--- config.mk ---
export PLATFORM = sky130hd
export DESIGN_NAME = sad_csa_accum_pipe_flat
export DESIGN_NICKNAME = d
export VERILOG_FILES = /design/src/rtl/sad_csa_accum_pipe_if.sv /design/src/rtl/sad_csa_accum_pipe.sv /design/src/flat_wrapper.sv
export SDC_FILE = /design/constraint.sdc
export NUM_CORES = 1
export LEC_CHECK = 0
export CAP_MARGIN = 5
export CORE_MARGIN = 4
export CORE_UTILIZATION = 35
export CTS_CLUSTER_DIAMETER = 200
export DETAILED_ROUTE_END_ITERATION = 10
export MAX_ROUTING_LAYER = met4
export PLACE_DENSITY = 0.53
export SLEW_MARGIN = 5
export SYNTH_ARGS = -nofsm -noshare
export SYNTH_HDL_FRONTEND = slang
export SYNTH_SLANG_ARGS = --single-unit
--- constraint.sdc ---
create_clock -name clk -period 3.6 [get_ports clk]
set_input_delay 0.36 -clock clk [delete_from_list [all_inputs] [get_ports clk]]
set_output_delay 0.36 -clock clk [all_outputs]
set_load 0.005 [all_outputs]
--- src/rtl/sad_csa_accum_pipe_if.sv ---
// Beat-in / block-result bundle for sad_csa_accum_pipe. Lane i of pix_a/pix_b is [i*PIX_W +: PIX_W].
// Handshake: a transfer happens on a rising clk edge where valid & ready are both high; the source
// holds its payload stable while valid is high and not yet accepted; ready may depend on valid.
interface sad_csa_accum_pipe_if #(
  parameter int N_PIX = 8,
  parameter int PIX_W = 8,
  parameter int ACC_W = 16
);
  logic                   in_valid;
  logic                   in_ready;
  logic                   in_last;
  logic [N_PIX*PIX_W-1:0] pix_a;
  logic [N_PIX*PIX_W-1:0] pix_b;
  logic                   out_valid;
  logic                   out_ready;
  logic [ACC_W-1:0]       sad;
  logic                   sad_ovf;

  modport master (
    output in_valid, in_last, pix_a, pix_b, out_ready,
    input  in_ready, out_valid, sad, sad_ovf
  );

  modport slave (
    input  in_valid, in_last, pix_a, pix_b, out_ready,
    output in_ready, out_valid, sad, sad_ovf
  );
endinterface

--- src/rtl/sad_csa_accum_pipe.sv ---
// Three-stage SAD engine: |a-b| per lane, 4:2 compressor tree to two carry-save rows, block accumulate.
// Define SAD_SAT_EN to clamp overflowing blocks to 2^ACC_W-1 and flag them on sad_ovf; otherwise wrap.
module sad_csa_accum_pipe #(
  parameter int N_PIX = 8,
  parameter int PIX_W = 8,
  parameter int ACC_W = 16
) (
  input  logic                 clk,
  input  logic                 rst_n,
  sad_csa_accum_pipe_if.slave  bus,
  output logic                 o_dbg_state
);

  localparam int LVLS = $clog2(N_PIX) - 1;
`ifdef SAD_SAT_EN
  // Rows must hold the exact beat total so a carry out of ACC_W is never lost before the final add.
  localparam int TREE_W = PIX_W + $clog2(N_PIX);
  localparam int ROW_W  = (TREE_W > ACC_W) ? TREE_W : ACC_W;
  localparam int SUM_W  = ROW_W + 1;
`else
  localparam int ROW_W  = ACC_W;
`endif

  typedef enum logic {
    ACCUM = 1'b0,
    HOLD  = 1'b1
  } state_t;

  state_t           r_state;
  state_t           w_state_next;
  logic             w_stall;

  logic [PIX_W-1:0] w_diff    [N_PIX];
  logic             r_s1_valid;
  logic             r_s1_last;
  logic [PIX_W-1:0] r_s1_diff [N_PIX];

  logic [ROW_W-1:0] w_rows    [N_PIX];
  logic [ROW_W-1:0] w_t_s1;
  logic [ROW_W-1:0] w_t_c1;
  logic [ROW_W-1:0] w_t_s2;
  logic [ROW_W-1:0] w_t_c2;
  logic             r_s2_valid;
  logic             r_s2_last;
  logic [ROW_W-1:0] r_s2_sum;
  logic [ROW_W-1:0] r_s2_carry;

  logic [ACC_W-1:0] r_acc;
  logic [ACC_W-1:0] r_sad;
  logic [ACC_W-1:0] w_result;

  // Stage 1: unsigned absolute difference per lane
  always_comb begin
    for (int i = 0; i < N_PIX; i++) begin
      if (bus.pix_a[i*PIX_W +: PIX_W] >= bus.pix_b[i*PIX_W +: PIX_W])
        w_diff[i] = bus.pix_a[i*PIX_W +: PIX_W] - bus.pix_b[i*PIX_W +: PIX_W];
      else
        w_diff[i] = bus.pix_b[i*PIX_W +: PIX_W] - bus.pix_a[i*PIX_W +: PIX_W];
    end
  end

  always_ff @(posedge clk) begin
    if (!rst_n) begin
      r_s1_valid <= 1'b0;
      r_s1_last  <= 1'b0;
      for (int i = 0; i < N_PIX; i++) r_s1_diff[i] <= '0;
    end else if (!w_stall) begin
      r_s1_valid <= bus.in_valid;
      r_s1_last  <= bus.in_last;
      r_s1_diff  <= w_diff;
    end
  end

  // Stage 2: each level folds groups of four rows into two with a 4:2 compressor (two chained 3:2
  // CSAs), halving the row count in place until rows 0 and 1 carry the sum and carry vectors.
  always_comb begin
    w_t_s1 = '0;
    w_t_c1 = '0;
    w_t_s2 = '0;
    w_t_c2 = '0;
    for (int i = 0; i < N_PIX; i++) w_rows[i] = ROW_W'(r_s1_diff[i]);
    for (int l = 0; l < LVLS; l++) begin
      for (int g = 0; g < N_PIX / 4; g++) begin
        if (g < (N_PIX >> (l + 2))) begin
          w_t_s1 = w_rows[4*g] ^ w_rows[4*g+1] ^ w_rows[4*g+2];
          w_t_c1 = ((w_rows[4*g] & w_rows[4*g+1]) | (w_rows[4*g] & w_rows[4*g+2]) |
                    (w_rows[4*g+1] & w_rows[4*g+2])) << 1;
          w_t_s2 = w_t_s1 ^ w_t_c1 ^ w_rows[4*g+3];
          w_t_c2 = ((w_t_s1 & w_t_c1) | (w_t_s1 & w_rows[4*g+3]) |
                    (w_t_c1 & w_rows[4*g+3])) << 1;
          w_rows[2*g]   = w_t_s2;
          w_rows[2*g+1] = w_t_c2;
        end
      end
    end
  end

  always_ff @(posedge clk) begin
    if (!rst_n) begin
      r_s2_valid <= 1'b0;
      r_s2_last  <= 1'b0;
      r_s2_sum   <= '0;
      r_s2_carry <= '0;
    end else if (!w_stall) begin
      r_s2_valid <= r_s1_valid;
      r_s2_last  <= r_s1_last;
      r_s2_sum   <= w_rows[0];
      r_s2_carry <= w_rows[1];
    end
  end

  // Stage 3: final carry-propagate add into the block accumulator
`ifdef SAD_SAT_EN
  logic [SUM_W-1:0] w_total;
  logic             w_carry_out;
  logic             r_acc_ovf;
  logic             r_sad_ovf;

  assign w_total     = SUM_W'(r_acc) + SUM_W'(r_s2_sum) + SUM_W'(r_s2_carry);
  assign w_carry_out = |w_total[SUM_W-1:ACC_W];
  assign w_result    = w_carry_out ? {ACC_W{1'b1}} : w_total[ACC_W-1:0];
`else
  assign w_result    = r_acc + r_s2_sum + r_s2_carry;
`endif

  always_comb begin
    w_state_next = r_state;
    w_stall      = 1'b0;
    case (r_state)
      ACCUM: begin
        if (r_s2_valid && r_s2_last) w_state_next = HOLD;
      end
      HOLD: begin
        w_stall = !bus.out_ready;
        if (bus.out_ready && !(r_s2_valid && r_s2_last)) w_state_next = ACCUM;
      end
      default: w_state_next = ACCUM;
    endcase
  end

  always_ff @(posedge clk) begin
    if (!rst_n) begin
      r_state <= ACCUM;
      r_acc   <= '0;
      r_sad   <= '0;
`ifdef SAD_SAT_EN
      r_acc_ovf <= 1'b0;
      r_sad_ovf <= 1'b0;
`endif
    end else begin
      r_state <= w_state_next;
      if (!w_stall) begin
        if (r_s2_valid && r_s2_last) begin
          r_sad <= w_result;
          r_acc <= '0;
`ifdef SAD_SAT_EN
          r_sad_ovf <= r_acc_ovf | w_carry_out;
          r_acc_ovf <= 1'b0;
`endif
        end else begin
          if (r_s2_valid) begin
            r_acc <= w_result;
`ifdef SAD_SAT_EN
            r_acc_ovf <= r_acc_ovf | w_carry_out;
`endif
          end
`ifdef SAD_SAT_EN
          // Unstalled in HOLD means the result is being consumed with no replacement.
          if (r_state == HOLD) r_sad_ovf <= 1'b0;
`endif
        end
      end
    end
  end

  assign bus.in_ready  = !w_stall;
  assign bus.out_valid = (r_state == HOLD);
  assign bus.sad       = r_sad;
`ifdef SAD_SAT_EN
  assign bus.sad_ovf   = r_sad_ovf;
`else
  assign bus.sad_ovf   = 1'b0;
`endif
  assign o_dbg_state   = r_state;

endmodule

--- src/flat_wrapper.sv ---
// flat-port wrapper written by rule: the top's interface ports become plain ports
module sad_csa_accum_pipe_flat 
#(
  parameter int N_PIX = 8,
  parameter int PIX_W = 8,
  parameter int ACC_W = 16
)
  (clk, rst_n, o_dbg_state, bus_in_valid, bus_in_last, bus_pix_a, bus_pix_b, bus_out_ready, bus_in_ready, bus_out_valid, bus_sad, bus_sad_ovf);
  sad_csa_accum_pipe_if #(.N_PIX(N_PIX), .PIX_W(PIX_W), .ACC_W(ACC_W)) bus_i ();
  input  logic clk;
  input  logic rst_n;
  output logic o_dbg_state;
  input wire logic [$bits(bus_i.in_valid)-1:0] bus_in_valid;
  input wire logic [$bits(bus_i.in_last)-1:0] bus_in_last;
  input wire logic [$bits(bus_i.pix_a)-1:0] bus_pix_a;
  input wire logic [$bits(bus_i.pix_b)-1:0] bus_pix_b;
  input wire logic [$bits(bus_i.out_ready)-1:0] bus_out_ready;
  output wire logic [$bits(bus_i.in_ready)-1:0] bus_in_ready;
  output wire logic [$bits(bus_i.out_valid)-1:0] bus_out_valid;
  output wire logic [$bits(bus_i.sad)-1:0] bus_sad;
  output wire logic [$bits(bus_i.sad_ovf)-1:0] bus_sad_ovf;
  assign bus_i.in_valid = bus_in_valid;
  assign bus_i.in_last = bus_in_last;
  assign bus_i.pix_a = bus_pix_a;
  assign bus_i.pix_b = bus_pix_b;
  assign bus_i.out_ready = bus_out_ready;
  assign bus_in_ready = bus_i.in_ready;
  assign bus_out_valid = bus_i.out_valid;
  assign bus_sad = bus_i.sad;
  assign bus_sad_ovf = bus_i.sad_ovf;
  sad_csa_accum_pipe #(.N_PIX(N_PIX), .PIX_W(PIX_W), .ACC_W(ACC_W)) u_core (.clk(clk), .rst_n(rst_n), .bus(bus_i), .o_dbg_state(o_dbg_state));
endmodule
Yosys cells after proc, flatten, opt, wreduce, memory -nomap -nowiden
Cells that the tools add are included.
{"block": "word_totals", "word_cells": 109, "reg_bits": 132, "out_inout_bits": 20}
{"block": "classes", "n_reduce_logical": 8, "bitwise_logic": 44, "muxes": 14, "order_cmp": 8, "add_sub_neg": 18}
{"op": "15-bit bitwise OR", "n": 10}
{"op": "8-bit subtractor", "n": 16}
{"op": "15-bit bitwise AND", "n": 8}
{"op": "16-bit bitwise XOR", "n": 6}
{"op": "8-bit >= comparator", "n": 8}
{"op": "8-bit 2-to-1 mux", "n": 8}
{"op": "15-bit by 8-bit bitwise AND with 15-bit output", "n": 4}
{"op": "8-bit bitwise AND", "n": 6}
{"op": "16-bit adder", "n": 2}
{"op": "16-bit 2-to-1 mux", "n": 2}
{"op": "16-bit by 8-bit bitwise XOR with 16-bit output", "n": 2}
{"op": "8-bit bitwise XOR", "n": 4}
{"op": "15-bit by 8-bit bitwise OR with 15-bit output", "n": 2}
{"op": "2-bit AND reduction", "n": 2}
{"op": "1-bit logical NOT", "n": 3}
{"op": "1-bit 2-to-1 mux", "n": 3}
{"op": "1-bit logical AND", "n": 2}
{"op": "1-bit inverter", "n": 2}
{"op": "1-bit case mux with 2 select lines", "n": 1}
{"op": "2-bit nonzero test", "n": 1}

Depth between registers and ports, before layout
{"block": "logic_depth", "depth_word": 12, "ltp_mapped": 10}

Worst setup path before layout
Ideal clock, no wire load.
{"block": "synth_path", "path_type": "register to register", "start": "register u_core.r_s1_diff[47] (netlist name)", "end": "register u_core.r_s2_sum[7]", "arrival_time_ns": 2.621, "setup_slack_ns": 0.909, "path_stages_with_launch": 9, "setup_time_ns": 0.070, "synth_period_minus_slack_ns": 2.691, "cell_sequence": "dfxtp_1 > inv_1 > fa_1 > fa_1 > fa_1 > inv_1 > fa_1 > nand2_1 > a21oi_1"}
{"element": "from (decl)", "line_no": "sad_csa_accum_pipe.sv:36", "source": "logic [PIX_W-1:0] r_s1_diff [N_PIX];"}
{"element": "from (signal assigned)", "line_no": "sad_csa_accum_pipe.sv:70", "source": "r_s1_diff <= w_diff;"}
{"element": "to (signal assigned)", "line_no": "sad_csa_accum_pipe.sv:107", "source": "r_s2_sum <= w_rows[0];"}
{"element": "to (decl)", "line_no": "sad_csa_accum_pipe.sv:45", "source": "logic [ROW_W-1:0] r_s2_sum;"}

==> flow_summary_export.csv <==
group,metric,value,unit
timing,tightest_slew,0.801,ns
cts,ctsResizeCount,0,
synthesis,synth_seq_area_share,20.8,%
critical_path,worst-path-buf-inv,2,
global_routing,overflow,0,
synthesis,synth_area_leader_cell,"dfxtp_1",
synthesis,synthMuxAreaShare,4.77,%
synthesis,synthTopCellsByCount,"216 x inv_1, 151 x a21oi_1, 135 x ha_1",
global_routing,first_global_vias,9557,
cts,clk_path_buf_depth,2,
timing,slew_violations,0,
synthesis,synth_area,11500,sq um
synthesis,synth_edf_count,0,
die,rows,66,
critical_path,worstPathArrival,3.14,ns
synthesis,synthCells,1388,
critical_path,crit_path_start,"u_core.r_s1_diff[46]",
synthesis,synthSimpleGateAreaFrac,12.9,%
timing,setup_viol,0,
placed_design,io_buffers,151,
timing,period_share,77.8,%
critical_path,crit_cells,8,
synthesis,avgSynthCellArea,8.27,sq um
power_and_ir_drop,p_leak,6.50,nW
die,core,32500,sq um
die,dieHeight,189,um
die,die_w,189,um
synthesis,synth.area.top_cells,"dfxtp_1 21%, ha_1 15%, fa_1 12%",
timing,skew,0.00687,ns
routing,vias_per_cell,4.95,
critical_path,reg2reg_to,"u_core.r_s2_sum[6]",
routing,drt-wirelength-per-cell,14.6,um
power_and_ir_drop,power.density,437,nW/um^2
critical_path,crit_top_cell,"fa_1",
layout,instances_no_fill,1947,
layout,syn_to_final_growth,20.7,%
critical_path,critPathKind,"reg -> reg",
critical_path,critical-path-slowest-cell,"fa_1",
cts,cts_max_level,4,
global_routing,grtUsageTotal,16.4,%
placed_design,place_hpwl,23000,um
critical_path,path_delay_family,"adder cells",
cts,cts_made_buffers,17,
critical_path,rr_worst_depth,8,
cts,cts_setup_buffers,0,
synthesis,synth_xor_area_share,3.13,%
synthesis,synth_top_family_by_area,"adder cells",
layout,final_layout_size_suffix_gt1_share,4.92,%
die,die_area,35800,sq um
placed_design,post-place-cells,1915,
timing,final.setup.tns,0,ns
cts,clk_pin_slew_worst_paths,0.05,ns
hold_path,hp-class,"reg -> reg",
synthesis,synth_compound_area_share,21.2,%
job,cap_violations,0,
synthesis,synth.top_cell.area_share,20.8,%
synthesis,yosysMostFrequentCell,"inv_1",
synthesis,ys_types,72,
routing,wirelength,28500,um
critical_path,r2r-start,"u_core.r_s1_diff[46]",
global_routing,grt_max_degree,77,
layout,nets,1831,
routing,num_vias,9638,
cts,cts_tree,"built",
timing,min_period,2.80,ns
global_routing,antenna_found_initial,0,
critical_path,path_cells,"fa_1 > inv_1 > fa_1 > fa_1 > inv_1 > fa_1 > nand2_1 > a21oi_1",
cts,postCtsHoldBufs,0,
synthesis,synth_fa_ha_area_share,27.1,%
cts,cts.sinks,119,
routing,drtPass1Iterations,8,
timing,fmax,0.357,GHz
power_and_ir_drop,peakVddDrop,0.328,mV
die,top_level_ports,153,
routing,drc,0,
critical_path,cp-endpoint,"u_core.r_s2_sum[6]",
timing,relSlewSlack,46.5,%
routing,ant_nets,0,
synthesis,yosysWarnings,0,
critical_path,worst_ep_required_time,3.94,ns
routing,drt-initial-drc-count,362,
critical_path,end_kind,"register",
layout,n_fill_cell,3279,
synthesis,async_flop_share,0,%
cts,clock_latency,0.42,ns
synthesis,syn-num-nets,1727,
cts,cts_root_buf,"clkbuf_16",
synthesis,ys_ff_latch,119,
timing,rsz0062_at_grt,"no",
critical_path,crit_path_start_kind,"register",
layout,diodes,0,
synthesis,ys.flop_type,"dfxtp_1",
die,start_util,35.4,%
critical_path,path_max_fanout,2,
outcome,status,"finished, final reports clean",
placed_design,gp_congestion,0.843,
global_routing,grt_first_pass_wirelength,47500,um
timing,finalHoldViolCount,0,
critical_path,max_stage_delay,0.54,ns
critical_path,r2r_slack,0.80,ns
[registers in the layout, summed over array words and instances (netlist names)]
| register | flops |
|---|---|
| u_core.r_s1_diff | 64 |
| u_core.r_s1_last | 1 |
| u_core.bus.sad | 16 |
| u_core.r_s1_valid | 1 |
| u_core.r_s2_last | 1 |
| u_core.r_s2_sum | 10 |
| u_core.bus.out_valid | 1 |
| u_core.r_acc | 16 |
| u_core.r_s2_carry | 8 |
| u_core.r_s2_valid | 1 |
[cells by family (layout without fill, tap and decap cells)]
logic type | count (synthesis) | after routing
muxes | 54 | 54
buffers and inverters | 291 | 408
xor gates and xnor gates | 41 | 41
AOI/OAI and AO/OA | 381 | 381
DFF | 119 | 119
other | 1 | 1
and+or+nand+nor | 295 | 295
adders and majority gates | 206 | 206
[worst min path at each step]
| stage | end | start | slack, ns | cells after the start |
|---|---|---|---|---|
| after floorplan | u_core.r_s2_sum[2] | u_core.r_s2_sum[2] | 0.43 | 2 |
| after global placement | u_core.r_s1_valid | u_core.r_s1_valid | 0.44 | 2 |
| after detailed placement | u_core.bus.sad[3] | u_core.bus.sad[3] | 0.45 | 2 |
| after CTS | u_core.bus.sad[3] | u_core.bus.sad[3] | 0.45 | 2 |
| after global routing | u_core.r_s1_valid | u_core.r_s1_valid | 0.47 | 2 |
| final | u_core.bus.sad[6] | u_core.bus.sad[6] | 0.45 | 2 |
[worst min-delay path: stages (launching register included)]
cell	delay, ns
dfxtp_1	0.30
nand2_1	0.05
a21oi_1	0.05
[cell type report]
class / count / area [sq um] / share of cell area, %
Sequential cell: 119 / 2380 / 17.2
Timing Repair Buffer: 159 / 1580 / 11.4
Clock inverter: 10 / 103 / 0.741
Multi-Input combinational cell: 978 / 7950 / 57.4
Clock buffer: 22 / 464 / 3.35
Tap cell: 442 / 553 / 3.99
Inverter: 217 / 816 / 5.89
[layout by cell type, fill, tap and decap left out, drive strengths merged, types with 22 or more instances in the layout]
master / count
ha: 135
xnor2: 29
nand3: 33
nand2: 130
nor2: 33
a211oi: 22
a31oi: 24
clkdlybuf4s50: 150
inv: 216
dfxtp: 119
nand3b: 26
o21ai: 77
clkbuf: 22
a21o: 39
a21oi: 162
fa: 71
mux2i: 51
[routing by layer]
metal	GRT usage (%)	part of all wire, %
met4	3.56	1.4
met2	27.1	48
met5	-	0
met1	21.2	47
met3	3.01	3.7
[where the power goes]
group / switching (W) / total (W) / leakage, nW / internal, W
sequential: 0.000141 / 0.00167 / 0.981 / 0.00153
clock: 0.000604 / 0.00165 / 0.283 / 0.00104
combinational: 0.00151 / 0.00274 / 5.24 / 0.00123
total: 0.00226 / 0.00605 / 6.50 / 0.00380
[per-stage QoR]
stage          power (W)  utilization [%]  hold WS [ns]  area [sq um]  worst slack (ns)
2_1_floorplan    0.00370                -         0.432         11500             0.909
3_3_place_gp     0.00443             40.9         0.441         13300             0.716
5_1_grt          0.00667             42.7         0.466         13800             0.601
6_report         0.00605             42.7         0.451         13800             0.800
3_5_place_dp     0.00446             40.9         0.446         13300             0.639
4_1_cts          0.00615             42.7         0.453         13800             0.789
No activity file was read; power rests on OpenSTA's default activity.
